**config.mk**
```make
export PLATFORM = sky130hd
export DESIGN_NAME = vram_port_arbiter
export DESIGN_NICKNAME = d
export VERILOG_FILES = /design/src/rtl/vram_port_arbiter.sv
export SDC_FILE = /design/constraint.sdc
export NUM_CORES = 1
export LEC_CHECK = 0
export BUFFER_PORTS_ARGS = -buffer_cell sky130_fd_sc_hd__buf_2
export CAP_MARGIN = 20
export CORE_MARGIN = 10
export CORE_UTILIZATION = 35
export CTS_CLUSTER_SIZE = 20
export DETAILED_ROUTE_END_ITERATION = 8
export GPL_TIMING_DRIVEN = 0
export PLACE_DENSITY = 0.79
export SETUP_SLACK_MARGIN = 0.05
export SLEW_MARGIN = 40
export SYNTH_ARGS = -nofsm -noshare
export SYNTH_HDL_FRONTEND = slang
export SYNTH_SLANG_ARGS = --single-unit
```
**constraint.sdc**
```tcl
create_clock -name CLK -period 1.6 [get_ports CLK]
set_input_delay 0 -clock CLK [delete_from_list [all_inputs] [get_ports CLK]]
set_output_delay 0 -clock CLK [all_outputs]
set_load 0.01 [all_outputs]
```
**src/rtl/vram_port_arbiter.sv**
```systemverilog
// Shares one synchronous-read VRAM port between the Avalon CPU slave and the
// text renderer prefetch; renderer has priority, CPU is force-granted when starved.
module vram_port_arbiter #(
   parameter int ADDR_W     = 12,
   parameter int DATA_W     = 32,
   parameter int NUM_WORDS  = 601,
   parameter int STARVE_MAX = 8
) (
   input  logic              CLK,
   input  logic              RESET_N,
   input  logic              AVL_CS,
   input  logic              AVL_READ,
   input  logic              AVL_WRITE,
   input  logic [3:0]        AVL_BYTE_EN,
   input  logic [ADDR_W-1:0] AVL_ADDR,
   input  logic [DATA_W-1:0] AVL_WRITEDATA,
   output logic [DATA_W-1:0] AVL_READDATA,
   output logic              AVL_WAITREQUEST,
   input  logic              REN_REQ,
   input  logic [ADDR_W-1:0] REN_ADDR,
   output logic              REN_ACK,
   output logic [DATA_W-1:0] REN_DATA,
   output logic              REN_VALID,
   output logic [ADDR_W-1:0] RAM_ADDR,
   output logic [3:0]        RAM_BE,
   output logic [DATA_W-1:0] RAM_WDATA,
   output logic              RAM_WE,
   input  logic [DATA_W-1:0] RAM_Q
);

   localparam int                CNT_W      = $clog2(STARVE_MAX + 1);
   localparam logic [CNT_W-1:0]  STARVE_LIM = CNT_W'(STARVE_MAX);
   localparam logic [ADDR_W-1:0] ADDR_LIM   = ADDR_W'(NUM_WORDS);

   logic              rd_pend_q, rd_pend_d;
   logic              rd_unmapped_q, rd_unmapped_d;
   logic              ren_valid_q, ren_valid_d;
   logic [CNT_W-1:0]  starve_q, starve_d;
   logic [DATA_W-1:0] rdata_q, rdata_d;
   logic              cpu_req, cpu_grant, ren_grant, cpu_mapped;

   // Grants are suppressed while reset is low so the RAM never sees a write then.
   always_comb begin
      cpu_req    = RESET_N & AVL_CS & (AVL_READ | AVL_WRITE) & ~rd_pend_q;
      cpu_grant  = cpu_req & (~REN_REQ | (starve_q == STARVE_LIM));
      ren_grant  = RESET_N & REN_REQ & ~cpu_grant;
      cpu_mapped = AVL_ADDR < ADDR_LIM;
   end

   always_comb begin
      RAM_ADDR  = '0;
      RAM_BE    = '0;
      RAM_WDATA = '0;
      RAM_WE    = 1'b0;
      if (cpu_grant) begin
         RAM_ADDR = AVL_ADDR;
         if (AVL_WRITE) begin
            RAM_WE    = cpu_mapped;
            RAM_BE    = AVL_BYTE_EN;
            RAM_WDATA = AVL_WRITEDATA;
         end
      end else if (ren_grant) begin
         RAM_ADDR = REN_ADDR;
      end
   end

   always_comb begin
      rd_pend_d     = cpu_grant & ~AVL_WRITE;
      rd_unmapped_d = cpu_grant & ~AVL_WRITE & ~cpu_mapped;
      ren_valid_d   = ren_grant;
      starve_d      = '0;
      if (cpu_req && !cpu_grant) begin
         starve_d = (starve_q == STARVE_LIM) ? STARVE_LIM : starve_q + CNT_W'(1);
      end
      rdata_d = rdata_q;
      if (rd_pend_q) begin
         rdata_d = rd_unmapped_q ? '0 : RAM_Q;
      end
   end

   always_ff @(posedge CLK or negedge RESET_N) begin
      if (!RESET_N) begin
         rd_pend_q     <= 1'b0;
         rd_unmapped_q <= 1'b0;
         ren_valid_q   <= 1'b0;
         starve_q      <= '0;
         rdata_q       <= '0;
      end else begin
         rd_pend_q     <= rd_pend_d;
         rd_unmapped_q <= rd_unmapped_d;
         ren_valid_q   <= ren_valid_d;
         starve_q      <= starve_d;
         rdata_q       <= rdata_d;
      end
   end

   // A read completes in the cycle after its grant, when rd_pend_q masks cpu_req.
   always_comb begin
      AVL_READDATA    = rdata_d;
      AVL_WAITREQUEST = ~RESET_N | (cpu_req & ~(cpu_grant & AVL_WRITE));
      REN_ACK         = ren_grant;
      REN_VALID       = ren_valid_q;
      REN_DATA        = RAM_Q;
   end

endmodule

```
**Yosys cells after proc, flatten, opt, wreduce, memory -nomap -nowiden**

Cells that the tools add are included.

- Register bits: 39
- Bits of input ports: 98

- Muxes and demuxes: 12
- Bitwise operators: 20
- $add $sub $neg: 1
- Equality and inequality tests: 1
- $lt $le $gt $ge: 1
- Reductions and logical operators: 2

Operators by type and width:

| kind | count |
|---|---|
| two-way mux 32 bit | 4 |
| two-way mux 12 bit | 2 |
| two-way mux 4 bit | 4 |
| less-than comparator 12 x 10 -> 1 bit, second input constant | 1 |
| bitwise AND 1 bit | 10 |
| NOT 1 bit | 7 |
| adder 4 x 1 -> 4 bit, second input constant | 1 |
| equality test 4 bit, second input constant | 1 |
| OR 1 bit | 3 |
| two-way mux 1 bit | 2 |
| logical AND 1 bit | 1 |
| zero test 1 bit | 1 |

**Logic depth before layout (Yosys ltp)**

- Word-level depth: 8
- Mapped depth: 7
- Depth with buffers taken out: 5

**Least setup slack after synthesis**

Ideal clock, no wire load.

- Path type: flip-flop to output port
- From: register starve_q[0]
- To: output port RAM_BE[0]
- Cell stages (with the launch flop): 7
- Arrival time: 1.596 ns
- Required time: 1.600 ns
- Setup slack: 0.004 ns
- Buffers on the path: 1
- Path through: dfrtp_1 inv_1 ha_1 nand3b_4 a2111oi_4 clkbuf_2 and2_1

- Longest elaborated chain between the ends: 4

Ends and longest elaborated chain:

| item | line | source |
|---|---|---|
| start, declared | 38 | `logic [CNT_W-1:0] starve_q, starve_d;` |
| start signal, assigned | 92 | `starve_q <= starve_d;` |
| equality test 4 bit | 45 | `cpu_grant = cpu_req & (~REN_REQ \| (starve_q == STARVE_LIM));` |
| OR 1 bit | 45 |  |
| bitwise AND 1 bit | 45 |  |
| two-way mux 4 bit | 55 | `if (cpu_grant) begin` |
| end, declared | 25 | `output logic [3:0] RAM_BE,` |

Every way passes these cells.

**Worst setup path after layout**

- From: register starve_q[1]
- To: output port RAM_ADDR[11]

- Longest elaborated chain between the ends: 7

Ends and longest elaborated chain:

| item | line | source |
|---|---|---|
| equality test 4 bit (*) | 45 |  |
| OR 1 bit (*) | 45 |  |
| bitwise AND 1 bit (*) | 45 |  |
| NOT 1 bit | 46 | `ren_grant = RESET_N & REN_REQ & ~cpu_grant;` |
| bitwise AND 1 bit | 46 |  |
| two-way mux 12 bit | 62 | `end else if (ren_grant) begin` |
| two-way mux 12 bit (*) | 55 |  |
| end, declared | 24 | `output logic [ADDR_W-1:0] RAM_ADDR,` |

Mark *: on every way between the ends. The rest lies on a longest branch, timed or not.

==> flow_metrics.tcl <==
set metrics [dict create \
    netlist_top_cells_count "inv_1, dfrtp_1, and2_1" \
    ctsHtreeMaxLevel 2 \
    p_leak_nw 2.605 \
    place_congestion 0.8392 \
    fmax_mhz 515.8 \
    start_util 0.3562 \
    grt_pass1_vias 3342 \
    critPathKind "reg2out" \
    setup-violations-final 52 \
    rsz0062_at_grt "true" \
    firstDrtPassIters 4 \
    n_antenna_cell 0 \
    ir_drop_mv 0.4433 \
    powerDensity_mw_per_mm2 663.4 \
    antenna_found_initial 0 \
    die_area_mm2 0.01112 \
    route.vias.total 3157 \
    slew-limit-headroom 0.4300 \
    final_antenna_net_count 0 \
    path_delay_family "compound AO/OA/AOI/OAI gates" \
    yosysTopAreaCell "dfrtp_1" \
    yosysMostFrequentCell "inv_1" \
    violations "setup timing" \
    critPathBufInv 4 \
    cts_tree "yes" \
    max_stage_delay_ns 0.39 \
    core_area_mm2 0.007176 \
    skew_ns 0.003418 \
    port_buffers 213 \
    ys_ff_latch 39 \
    whs_ns 0.03188 \
    finalCriticalPeriod_ns 1.939 \
    wl_per_cell_um 17.16 \
    setup_ws_ns -0.3386 \
    slew_viol_final 0 \
    syn_nets 407 \
    syn_to_final_growth_pct 98.92 \
    cp-start-kind "register" \
    cts_sinks 39 \
    grt-ovfl-total 0 \
    cts_root_buffer "clkbuf_8" \
    numCtsBuffers 5 \
    worstSkewPairLatency_ns 0.28 \
    yosys_warnings 0 \
    crit_required_ns 1.60 \
    synthFlopType "dfrtp_1" \
    nets 673 \
    clk_path_buf_depth 2 \
    via_per_inst 4.691 \
    die_y_um 105.5 \
    end_kind "output pin" \
    grt_first_pass_wirelength_um 16970 \
    min_path_type "in2reg" \
    report.final.hold_viol_count 0 \
    drive_gt1_frac 0.6115 \
    critPathMaxFanout 6 \
    post-dp-hpwl_um 8025 \
    drt_iter0_drc 76 \
    grt_max_degree 40 \
    post-route-util 0.7086 \
    maxCapViolations 0 \
    ios 214 \
    netlist_area_mm2 0.002556 \
    ys_async_sr_fraction 1.000 \
    tns_ns -14.32 \
    wirelength_um 11550 \
    die_x_um 105.5 \
    synth-edff-count 0 \
    outcome "finished, violations left" \
    ys_seq_area_frac 0.3818 \
    path_cells "inv_2, ha_4, nand3b_4, buf_8, buf_12, a2111oi_4, o21a_1, buf_6" \
    track_usage 0.1821 \
    drcViolationCount 0 \
    syn-instance-count 307 \
    dp_cells 619 \
    crit_slowest_cell "dfrtp_1" \
    ys_top_cells_by_area "dfrtp_1, buf_4, and2_1" \
    worst_slew_pin_slew_ns 0.8549 \
    instances_no_fill 673 \
    path_clk_slew_ns 0.07 \
    yosysUniqueCellTypes 32 \
    cp.arrival_ns 1.94 \
    rrSetupSlack_ns -0.13 \
    period_share 1.212 \
    synth_top_area_frac 0.3818 \
    rows 31 \
    synth_area_per_cell_um2 8.326 \
]
-- cells by family (layout without fill, tap and decap cells) --
kind of cell | after synthesis | after routing | share of synthesized area
buffers and inverters | 103 | 370 | 0.2056
XOR/XNOR | 2 | 2 | 0.006854
AO/OA/AOI/OAI | 76 | 76 | 0.2168
adder cells (fa/ha/maj) | 2 | 2 | 0.009788
flip-flops | 39 | 39 | 0.3818
AND/OR/NAND/NOR | 85 | 85 | 0.1792
-- worst min-delay path, cell delays in order --
cell     delay (ns)
buf_2          0.11
nand2_1        0.07
o22ai_2        0.09
-- registers in the layout (all words and copies together), names as in the netlist --
| register | cells |
|---|---|
| starve_q | 4 |
| REN_VALID | 1 |
| rd_pend_q | 1 |
| rdata_q | 32 |
| rd_unmapped_q | 1 |
-- final timing paths --
path                                   from             to  cells after the start
min in group asynchronous           RESET_N    rdata_q[15]                      3
max in group asynchronous           RESET_N      rd_pend_q                      3
worst min register to register  rdata_q[22]    rdata_q[22]                      2
worst max-delay path            starve_q[1]   RAM_ADDR[11]                      8
worst min-delay path              RAM_Q[30]    rdata_q[30]                      3
worst max register to register  starve_q[1]  rd_unmapped_q                      7
-- timing repair --
| action | 4_1_cts | 5_1_grt |
|---|---|---|
| endpoints found under the setup margin | 84 | 86 |
| pin swaps | 19 | 41 |
| setup buffers | 8 | 1 |
| resized for setup | 72 | 131 |
| endpoints found under the hold margin | 70 | 0 |
| hold buffers | 33 | 0 |
| cloned | 2 | 2 |
-- cells in the final DEF (no fill, tap or decap), types with 3 or more instances in the layout --
| cell type | netlist | final |
|---|---|---|
| inv_1 | 49 | 47 |
| and2_4 | 0 | 26 |
| o311a_1 | 13 | 12 |
| clkbuf_1 | 12 | 4 |
| o21ai_0 | 32 | 3 |
| dlygate4sd3_1 | 0 | 32 |
| a2111oi_4 | 1 | 13 |
| clkbuf_4 | 0 | 3 |
| buf_4 | 32 | 39 |
| buf_2 | 5 | 179 |
| clkbuf_2 | 4 | 5 |
| buf_8 | 0 | 5 |
| buf_6 | 1 | 41 |
| dfrtp_1 | 39 | 38 |
| and2_1 | 36 | 10 |
| o21a_1 | 12 | 12 |
| clkbuf_8 | 0 | 6 |
| o21ai_2 | 0 | 11 |
| o21ai_1 | 0 | 18 |
| nand2_1 | 34 | 34 |
-- routing by layer --
layer,vias to the layer above,GRT usage,wire [µm]
li1,1517,-,-
met1,1443,0.2074,4732
met2,177,0.3253,5621
met3,20,0.05847,997
met4,0,0.03725,196
met5,-,0,0
-- final cells by class --
class,instances,area [µm²]
Inverter,49,183.9
Timing Repair Buffer,259,1793
Multi-Input combinational cell,165,1456
Buffer,54,432.9
Clock inverter,2,35.03
Fill cell,484,2091
Tap cell,99,123.9
Sequential cell,39,977.2
Clock buffer,6,82.58
-- metrics by stage --
stage | setup slack, ns | total power, mW | cell area, µm²
after floorplan | 0.02502 | 1.752 | 2576
after global placement | -0.6321 | 2.254 | 3766
after detailed placement | -0.3541 | 2.289 | 3769
after CTS | -0.4107 | 3.264 | 4583
after global routing | -0.4322 | 3.586 | 5085
final | -0.3386 | 3.373 | 5085
-- power by group --
group          switching [mW]  leakage (nW)  total (mW)  internal, mW
Sequential             0.0529         0.482        1.24          1.18
Clock                   0.322        0.0612       0.826         0.504
Combinational           0.709          2.06        1.31         0.602
Total                    1.08          2.60        3.37          2.29
Power figures use the tool's default switching activity.
